### src/rtl/cla_pkg.sv
// cla_pkg: shared types and elaboration helpers for the pipelined CLA adder.
//   gp_t        - per-group {generate, propagate} pair
//   ng()        - number of lookahead groups for a WIDTH/GROUP pair
//   group_legal - lookahead group-size check used at elaboration
package cla_pkg;

    typedef struct packed {
        logic g;
        logic p;
    } gp_t;

    // Bit n set means GROUP=n is supported (2, 4, 8).
    localparam logic [31:0] LEGAL_GROUP_MASK = 32'h0000_0114;

    function automatic int ng(input int width, input int group);
        return width / group;
    endfunction

    function automatic bit group_legal(input int group);
        if (group < 0 || group > 31) return 1'b0;
        return LEGAL_GROUP_MASK[group];
    endfunction

endpackage

### src/rtl/cla_group.sv
// cla_group: combinational lookahead group of GROUP bits.
//   p, g  - per-bit propagate/generate slice
//   ci    - group carry-in
//   gg/gp - group generate/propagate (independent of ci)
//   s     - local sum bits p ^ carries
//   cmsb  - carry into the group's top bit (for signed overflow)
module cla_group #(
    parameter int GROUP = 4
) (
    input  logic [GROUP-1:0] p,
    input  logic [GROUP-1:0] g,
    input  logic             ci,
    output logic             gg,
    output logic             gp,
    output logic [GROUP-1:0] s,
    output logic             cmsb
);

    logic [GROUP-1:0] c;
    logic             acc;
    logic             term;

    // Every carry is a flat sum of products over the group's p/g, no ripple.
    always_comb begin
        c    = '0;
        acc  = 1'b0;
        term = 1'b0;
        c[0] = ci;
        for (int i = 0; i < GROUP - 1; i++) begin
            acc = ci;
            for (int j = 0; j <= i; j++) acc = acc & p[j];
            for (int j = 0; j <= i; j++) begin
                term = g[j];
                for (int m = j + 1; m <= i; m++) term = term & p[m];
                acc = acc | term;
            end
            c[i+1] = acc;
        end
        gg = 1'b0;
        for (int j = 0; j < GROUP; j++) begin
            term = g[j];
            for (int m = j + 1; m < GROUP; m++) term = term & p[m];
            gg = gg | term;
        end
    end

    assign gp   = &p;
    assign s    = p ^ c;
    assign cmsb = c[GROUP-1];

endmodule

### src/rtl/cla_pipe_adder.sv
// cla_pipe_adder: two-stage pipelined carry-lookahead adder/subtractor
// with valid/ready flow control.
//   A, B, CI, SUB, in_valid / in_ready  - operand beat (SUB=1: A-B, CI ignored)
//   S, CO, OVF, GG, GP, out_valid / out_ready - registered result
// Stage 1 registers per-group G/P plus raw p/g and c0; stage 2 resolves
// group carries and registers the result.
module cla_pipe_adder
    import cla_pkg::*;
#(
    parameter int WIDTH = 16,
    parameter int GROUP = 4
) (
    input  logic             clk,
    input  logic             rst_n,
    input  logic [WIDTH-1:0] A,
    input  logic [WIDTH-1:0] B,
    input  logic             CI,
    input  logic             SUB,
    input  logic             in_valid,
    output logic             in_ready,
    output logic [WIDTH-1:0] S,
    output logic             CO,
    output logic             OVF,
    output logic             GG,
    output logic             GP,
    output logic             out_valid,
    input  logic             out_ready
);

    localparam int NG        = ng(WIDTH, GROUP);
    localparam bit PARAMS_OK = group_legal(GROUP) && (WIDTH % GROUP == 0) && (WIDTH >= GROUP);

    if (!PARAMS_OK) begin : g_param_check
        $error("cla_pipe_adder: WIDTH must be a multiple of GROUP and GROUP one of 2/4/8");
    end

    // ---------------- handshake ----------------
    logic s1_v, s2_v;
    logic s1_adv, s2_adv;

    assign s2_adv    = !s2_v || out_ready;
    assign s1_adv    = !s1_v || s2_adv;
    assign in_ready  = s1_adv;
    assign out_valid = s2_v;

    // ---------------- stage 1 ----------------
    logic [WIDTH-1:0] b_eff, p_in, g_in;
    gp_t  [NG-1:0]    gp_in;
    // Stage-1 groups only supply G/P; their sum outputs are deliberately dropped.
    logic [WIDTH-1:0] s1_sum_unused;
    logic [NG-1:0]    s1_cmsb_unused;

    assign b_eff = SUB ? ~B : B;
    assign p_in  = A ^ b_eff;
    assign g_in  = A & b_eff;

    for (genvar k = 0; k < NG; k++) begin : g_s1
        cla_group #(.GROUP(GROUP)) u_grp (
            .p    (p_in[k*GROUP +: GROUP]),
            .g    (g_in[k*GROUP +: GROUP]),
            .ci   (1'b0),
            .gg   (gp_in[k].g),
            .gp   (gp_in[k].p),
            .s    (s1_sum_unused[k*GROUP +: GROUP]),
            .cmsb (s1_cmsb_unused[k])
        );
    end

    logic [WIDTH-1:0] s1_p, s1_g;
    gp_t  [NG-1:0]    s1_gp;
    logic             s1_c0;

    always_ff @(posedge clk or negedge rst_n) begin
        if (!rst_n) begin
            s1_v  <= 1'b0;
            s1_p  <= '0;
            s1_g  <= '0;
            s1_gp <= '0;
            s1_c0 <= 1'b0;
        end else if (s1_adv) begin
            s1_v <= in_valid;
            if (in_valid) begin
                s1_p  <= p_in;
                s1_g  <= g_in;
                s1_gp <= gp_in;
                s1_c0 <= SUB | CI;
            end
        end
    end

    // ---------------- stage 2 ----------------
    logic [NG:0]   gc;
    logic [NG-1:0] grp_g, grp_p;
    logic          word_gg;
    logic          acc, term;

    // Inter-group lookahead in flat sum-of-products form.
    always_comb begin
        grp_g   = '0;
        grp_p   = '0;
        gc      = '0;
        acc     = 1'b0;
        term    = 1'b0;
        word_gg = 1'b0;
        for (int k = 0; k < NG; k++) begin
            grp_g[k] = s1_gp[k].g;
            grp_p[k] = s1_gp[k].p;
        end
        gc[0] = s1_c0;
        for (int k = 0; k < NG; k++) begin
            acc = s1_c0;
            for (int j = 0; j <= k; j++) acc = acc & grp_p[j];
            for (int j = 0; j <= k; j++) begin
                term = grp_g[j];
                for (int m = j + 1; m <= k; m++) term = term & grp_p[m];
                acc = acc | term;
            end
            gc[k+1] = acc;
        end
        // Word generate is the top carry with c0 forced to zero.
        for (int j = 0; j < NG; j++) begin
            term = grp_g[j];
            for (int m = j + 1; m < NG; m++) term = term & grp_p[m];
            word_gg = word_gg | term;
        end
    end

    logic [WIDTH-1:0] sum_nxt;
    logic [NG-1:0]    s2_gg_unused, s2_gp_unused;
    // Only the top group's MSB carry-in feeds OVF.
    logic [NG-1:0]    cmsb_top_unused;

    for (genvar k = 0; k < NG; k++) begin : g_s2
        cla_group #(.GROUP(GROUP)) u_grp (
            .p    (s1_p[k*GROUP +: GROUP]),
            .g    (s1_g[k*GROUP +: GROUP]),
            .ci   (gc[k]),
            .gg   (s2_gg_unused[k]),
            .gp   (s2_gp_unused[k]),
            .s    (sum_nxt[k*GROUP +: GROUP]),
            .cmsb (cmsb_top_unused[k])
        );
    end

    always_ff @(posedge clk or negedge rst_n) begin
        if (!rst_n) begin
            s2_v <= 1'b0;
            S    <= '0;
            CO   <= 1'b0;
            OVF  <= 1'b0;
            GG   <= 1'b0;
            GP   <= 1'b0;
        end else if (s2_adv) begin
            s2_v <= s1_v;
            if (s1_v) begin
                S   <= sum_nxt;
                CO  <= gc[NG];
                OVF <= cmsb_top_unused[NG-1] ^ gc[NG];
                GG  <= word_gg;
                GP  <= &grp_p;
            end
        end
    end

endmodule
### config.mk
export PLATFORM = sky130hd
export DESIGN_NAME = cla_pipe_adder
export DESIGN_NICKNAME = d
export VERILOG_FILES = /design/src/rtl/cla_pkg.sv /design/src/rtl/cla_group.sv /design/src/rtl/cla_pipe_adder.sv
export SDC_FILE = /design/constraint.sdc
export NUM_CORES = 1
export LEC_CHECK = 0
export ABC_AREA = 1
export CORE_UTILIZATION = 45
export CTS_CLUSTER_DIAMETER = 80
export DETAILED_ROUTE_END_ITERATION = 12
export GPL_ROUTABILITY_DRIVEN = 0
export PLACE_DENSITY = 0.7
export SYNTH_ARGS = -nofsm -noshare
export SYNTH_HDL_FRONTEND = slang
export SYNTH_SLANG_ARGS = --single-unit
### constraint.sdc
create_clock -name clk -period 2 [get_ports clk]
set_clock_uncertainty 0.2 [all_clocks]
set_input_delay 0.6 -clock clk [delete_from_list [all_inputs] [get_ports clk]]
set_output_delay 0.6 -clock clk [all_outputs]
set_load 0.01 [all_outputs]
==> results.toml, run 1 <==
[placement]
dpl_cell_area_sq_um = 3800
place_inst = 498
io_buffer_count = 59
place.detailed.hpwl_um = 4580

[synth]
netlist-cell-type-count = 25
syn-mean-instance-area_sq_um = 8.51
post_synthesis_cell_type_with_the_largest_combined_area = "sky130_fd_sc_hd__dfrtp_1"
number_of_enable_type_register_cells_in_the_synthesized_netlist = 0
synth_area_leaders = "sky130_fd_sc_hd__dfrtp_1, sky130_fd_sc_hd__nand2_1, sky130_fd_sc_hd__ha_1"
netlist_instances = 353
share_of_synthesized_area_occupied_by_flip_flops_and_latches = 0.491
synthFlopType = "sky130_fd_sc_hd__dfrtp_1"
synth.yosys.warnings = 0
synth_largest_type_area_fraction = 0.491
number_of_register_bits_inferred_by_synthesis = 59
area_of_the_mapped_netlist_sq_um = 3000
syn_nets = 411
synthArstFlopShare = 1.00

[timing]
layout_worst_path_cycle_share = 0.965
finalSetupViolations = 0
unrepaired_setup_endpoints_after_global_routing = "no"
achievable-frequency_mhz = 518
finalHoldViolCount = 0
min_period_ns = 1.93
slew_viol_final = 0
maxSlewHeadroom = 0.795
worst_pin_slew_ns = 0.307

[drt]
avgViaCountPerCell = 4.90
total_via_count_in_the_routed_design = 2537
avgRoutedWirePerCell_um = 11.9
wl_um = 6150
drt_pass1_iterations = 4
antenna_violating_nets_post_route = 0
initialDrtViolationCount = 166
dr_drc_count = 0

[critical_path]
crit_path_start_kind = "input port"
worst_flop_to_flop_path_endpoint = "S[11]"
r2r_slack_ns = 0.16
critical_path.startpoint = "SUB"
capture_point_of_the_worst_path = "grp_g[2]"
cp-end-kind = "register"
timing.rr.start = "grp_p[1]"
rr_worst_depth = 10
timing.critical_path.fanout_max = 8
critPathRequiredTime_ns = 2.02
arrival_ns = 1.95
timing_worst_setup_path_type = "in -> reg"

[status]
outcome = "complete, no violations"

[floorplan]
die_y_um = 83.7
floorplan_core_area_sq_um = 6390
rows = 29
design.portCount = 60
floorplan.die.width_um = 83.7
die_area_sq_um = 7010
starting_density_of_the_core = 0.470

[cts]
clock_pin_slew_of_the_registers_on_the_worst_case_setup_and_hold_paths_ns = 0.06
clockBufferDepth = 2
clockRootBuffer = "sky130_fd_sc_hd__clkbuf_8"
clkSinkCount = 59
number_of_h_tree_levels = 3
cts_tree = "yes"
cts_buffers = 9
cts_hold_repair.buffers = 0
clk_latency_ns = 0.33

[layout]
layout.cell_area.non_filler_sq_um = 4010
most-common-layout-cells = "sky130_fd_sc_hd__nand2_1, sky130_fd_sc_hd__dfrtp_1, sky130_fd_sc_hd__clkdlybuf4s50_1"
layout-drive-gt1-share = 0.120
final_net_count = 494
commonest_non_fill_non_tap_cell_in_the_layout = "sky130_fd_sc_hd__nand2_1"
insertedDiodeCount = 0
area_growth_syn_to_layout_pct = 33.4
final_cells = 518

[grt]
grt_start_max_net_pins = 60
wire_length_of_the_first_global_routing_pass_um = 10600
grt_pass1_vias = 2372
grt_antenna_before_repair = 0
globalRoute.totalOverflow = 0
grt_usage = 0.192

[power_and_ir_drop]
power.leakage_nw = 2.07
cellPowerDensity_nw_per_um2 = 957
peakVddDrop_mv = 0.476

[worst_hold_path]
hp-class = "in -> async"

[run]
maxCapViolations = 0
## state kept, by name, summed over array words and instances (netlist names)
name and count:
GG 1, grp_g 3, term 1, OVF 1
S 16, GP 1, s1_v 1, CO 1
s1_p 16, s1_g 12, s1_c0 1, grp_p 4
out_valid 1
## power breakdown
group / internal [mW] / switching (mW) / leakage (nW) / total, mW
clock: 0.514 / 0.427 / 0.0905 / 0.941
combinational: 0.582 / 0.643 / 1.25 / 1.23
sequential: 1.49 / 0.177 / 0.728 / 1.67
total: 2.59 / 1.25 / 2.07 / 3.84
## worst min-delay path by stage
stage	endpoint	slack, ns	cells after the start
5_1_grt	S[1]	0.08	2
3_3_place_gp	S[15]	0.27	2
6_report	s1_p[1]	0.05	2
2_1_floorplan	CO	0.10	0
3_5_place_dp	S[15]	0.27	2
4_1_cts	S[1]	0.06	2
## synth_stat cells (3+ instances only)
| cell | n |
|---|---|
| sky130_fd_sc_hd__nand2_1 | 141 |
| sky130_fd_sc_hd__dfrtp_1 | 59 |
| sky130_fd_sc_hd__inv_1 | 23 |
| sky130_fd_sc_hd__o21ai_1 | 21 |
| sky130_fd_sc_hd__ha_1 | 20 |
| sky130_fd_sc_hd__xor2_1 | 16 |
| sky130_fd_sc_hd__nand3_1 | 15 |
| sky130_fd_sc_hd__nor2_1 | 9 |
| sky130_fd_sc_hd__o21ai_0 | 9 |
| sky130_fd_sc_hd__a21oi_1 | 8 |
| sky130_fd_sc_hd__buf_2 | 6 |
| sky130_fd_sc_hd__buf_4 | 4 |
| sky130_fd_sc_hd__nor3_1 | 4 |
| sky130_fd_sc_hd__nand4_1 | 3 |
## kinds of logic (layout without fill, tap and decap cells)
kind of cell             count (synthesis)  after routing  synth area share
AND/OR/NAND/NOR                        175            175             0.233
flip-flops                              59             59             0.491
AO/OA/AOI/OAI                           46             46            0.0862
buffers and inverters                   37            125            0.0596
adder cells (fa/ha/maj)                 20             20            0.0833
XOR/XNOR                                16             16            0.0466
## critical path, cell delays in order
cell and delay, ns:
sky130_fd_sc_hd__dlygate4sd2_1 0.27, sky130_fd_sc_hd__bufbuf_16 0.28, sky130_fd_sc_hd__buf_4 0.13, sky130_fd_sc_hd__xor2_1 0.15
sky130_fd_sc_hd__ha_1 0.20, sky130_fd_sc_hd__nand2_1 0.07, sky130_fd_sc_hd__nand2_1 0.05, sky130_fd_sc_hd__a21oi_1 0.12
sky130_fd_sc_hd__a22oi_1 0.08
## layer usage
metal / vias up / routed length, um / track usage / part of all wire
met5: - / 0 / 0 / 0
met1: 1131 / 2990 / 0.284 / 0.49
met3: 10 / 443 / 0.0257 / 0.072
met4: 0 / 88 / 0.0971 / 0.014
met2: 88 / 2630 / 0.276 / 0.43
li1: 1308 / - / - / -
## cell type report
cell class	count	area (sq um)
Tap cell	77	96.3
Inverter	25	96.3
Fill cell	576	2380
Sequential cell	59	1480
Clock inverter	2	10.0
Timing Repair Buffer	84	808
Multi-Input combinational cell	257	1360
Clock buffer	14	163
## repair_timing
action / CTS / global route
resized for setup: 29 / 4
buffers inserted: 3 / 0
gates cloned: 1 / 0
endpoints found under the setup margin: 25 / 3
endpoints found under the hold margin: 0 / 0
## stage by stage
| step | utilization | power (mW) | setup WS, ns | hold WS, ns | TNS (ns) |
|---|---|---|---|---|---|
| 5_1_grt | 0.628 | 4.10 | 0.0107 | 0.0778 | 0 |
| 3_5_place_dp | 0.595 | 3.02 | -0.522 | 0.269 | -7.98 |
| 6_report | 0.628 | 3.84 | 0.0698 | 0.0490 | 0 |
| 3_3_place_gp | 0.595 | 2.99 | -0.487 | 0.266 | -6.86 |
| 4_1_cts | 0.626 | 3.86 | 0.0821 | 0.0642 | 0 |
| 2_1_floorplan | - | 2.36 | 0.00893 | 0.104 | 0 |
Power figures use the tool's default switching activity.
==> run 2, diff against run 1 <==
--- a/config.mk
+++ b/config.mk
@@ -6,11 +6,12 @@
 export NUM_CORES = 1
 export LEC_CHECK = 0
 export ABC_AREA = 1
-export CORE_UTILIZATION = 45
+export CAP_MARGIN = 10
+export CORE_UTILIZATION = 40
 export CTS_CLUSTER_DIAMETER = 80
 export DETAILED_ROUTE_END_ITERATION = 12
 export GPL_ROUTABILITY_DRIVEN = 0
-export PLACE_DENSITY = 0.7
+export PLACE_DENSITY = 0.64
 export SYNTH_ARGS = -nofsm -noshare
 export SYNTH_HDL_FRONTEND = slang
 export SYNTH_SLANG_ARGS = --single-unit
==> results.toml, run 2 (synthesis results as in run 1) <==
[critical_path]
crit_path_start_kind = "input port"
timing.critical_path.fanout_max = 2
cp-end-kind = "output port"
critPathRequiredTime_ns = 1.20
critPathMaxStageDelay_ns = 0.25
timing_worst_setup_path_type = "in -> out"
arrival_ns = 1.10
slowest_stage = "sky130_fd_sc_hd__dlygate4sd2_1"
worstPathCellList = "dlygate4sd2_1 -> inv_2 -> nand3_2 -> buf_6"

[floorplan]
die_y_um = 88.7
starting_density_of_the_core = 0.414
rows = 31
floorplan.die.width_um = 88.7
die_area_sq_um = 7860
floorplan_core_area_sq_um = 7250
design.portCount = 60

[drt]
drt_pass1_iterations = 4
dr_drc_count = 0
antenna_violating_nets_post_route = 0
initialDrtViolationCount = 106
avgViaCountPerCell = 4.56
avgRoutedWirePerCell_um = 11.5
total_via_count_in_the_routed_design = 2460
wl_um = 6210

[timing]
finalSetupViolations = 0
finalWorstSetupSlack_ns = 0.0951
worst_pin_slew_ns = 0.301
layout_worst_path_cycle_share = 0.952
min_period_ns = 1.90
achievable-frequency_mhz = 525
slew_viol_final = 0
unrepaired_setup_endpoints_after_global_routing = "no"
finalHoldViolCount = 0
maxSlewHeadroom = 0.799

[layout]
multiInputGateArea_sq_um = 1350
insertedDiodeCount = 0
most-common-layout-cells = "sky130_fd_sc_hd__nand2_1, sky130_fd_sc_hd__dfrtp_1, sky130_fd_sc_hd__clkdlybuf4s50_1"
area_growth_syn_to_layout_pct = 36.6
final_net_count = 493
commonest_non_fill_non_tap_cell_in_the_layout = "sky130_fd_sc_hd__nand2_1"
layout-drive-gt1-share = 0.125
reg.largest.list = "S x16, s1_p x16, s1_g x12"
final_cells = 539
sequential_cell_area_sq_um = 1480
layout.filler_cells = 663
final_core_util = 0.566

[power_and_ir_drop]
clock_power_share = 0.313
swShare = 0.301
p_int_mw = 2.94
cellPowerDensity_nw_per_um2 = 1020
sequential_fraction_of_design_power = 0.395
peakVddDrop_mv = 0.408
power.leakage_nw = 2.10
totalPowerFinal_mw = 4.21
power_switching_mw = 1.27
comb_power_share = 0.292

[cts]
clockBufferDepth = 2
clkSinkCount = 59
number_of_h_tree_levels = 3
cts_buffers = 9
clk_latency_ns = 0.34
cts_tree = "yes"
clockRootBuffer = "sky130_fd_sc_hd__clkbuf_8"
cts_hold_repair.buffers = 0
clock_pin_slew_of_the_registers_on_the_worst_case_setup_and_hold_paths_ns = 0.07

[worst_hold_path]
hp-class = "in -> async"

[placement]
place.detailed.hpwl_um = 4570
place_inst = 519
io_buffer_count = 59
preCtsSetupSlack_ns = -0.530

[grt]
grt_usage = 0.179
globalRoute.totalOverflow = 0
grt_pass1_vias = 2186
grt_start_max_net_pins = 60
wire_length_of_the_first_global_routing_pass_um = 10500
grt_antenna_before_repair = 0

[status]
outcome = "complete, no violations"

[run]
maxCapViolations = 0
## run 2: cell types whose count changed in the layout (fill, tap and decap cells not counted), sizes merged
cell         before  now
clkbuf           14   12
dlygate4sd2      23   22
bufinv            0    3
buf              26   25
## run 2: worst paths after layout
kind / startpoint / endpoint / slack (ns) / depth (start not counted)
max: out_ready / in_ready / 0.1 / 4
min: rst_n / s1_p[14] / 0.06 / 2
max reg2reg: grp_p[1] / S[11] / 0.16 / 10
min reg2reg: S[3] / S[3] / 0.27 / 2
max in group asynchronous: rst_n / grp_p[2] / 1.28 / 2
min in group clk: S[3] / S[3] / 0.27 / 2
## run 2: worst max-delay path, delay by kind of cell
| kind | cells | cell delay [ns] |
|---|---|---|
| buffers and inverters | 3 | 0.44 |
| AND/OR/NAND/NOR | 1 | 0.07 |
## run 2: cell type report
type	count	area share
multi-input cells	257	0.330
clock inverters	5	0.0244
repair buffers	83	0.197
inverters	25	0.0235
well taps	99	0.0302
flip-flops and latches	59	0.360
clock buffers	11	0.0345
## run 2: per-layer routing
metal | GRT usage | share of wire | vias up
li1 | - | - | 1304
met1 | 0.279 | 0.54 | 1094
met2 | 0.234 | 0.41 | 58
met3 | 0.0485 | 0.043 | 4
met4 | 0.0660 | 0.0085 | 0
met5 | 0 | 0 | -
## run 2: metrics by stage
step	instance area (sq um)	setup TNS, ns	hold slack [ns]
floorplan	3010	0	0.104
global placement	3830	-7.22	0.267
detailed placement	3830	-8.38	0.267
CTS	4090	0	0.0554
global route	4100	0	0.0786
finish	4100	0	0.0559
## run 2: power by group through the flow
stage	sequential (mW)	combinational [mW]	clock, mW
floorplan	1.74	0.617	0
global placement	1.69	1.32	0
detailed placement	1.69	1.34	0
CTS	1.66	1.24	1.34
global route	1.70	1.40	1.41
finish	1.66	1.23	1.32
## run 2: repair_timing
item,4_1_cts,5_1_grt
setup endpoints to repair,25,4
setup buffers,2,1
pin swaps,1,2
gates resized for setup,29,6
gates cloned,1,0
==> run 3, diff against run 2 <==
--- a/config.mk
+++ b/config.mk
@@ -6,7 +6,7 @@
 export NUM_CORES = 1
 export LEC_CHECK = 0
 export ABC_AREA = 1
-export CAP_MARGIN = 10
+export CAP_MARGIN = 20
 export CORE_UTILIZATION = 40
 export CTS_CLUSTER_DIAMETER = 80
 export DETAILED_ROUTE_END_ITERATION = 12
==> results of run 3 <==
Final layout, timing and power as in run 2 (identical DEF).
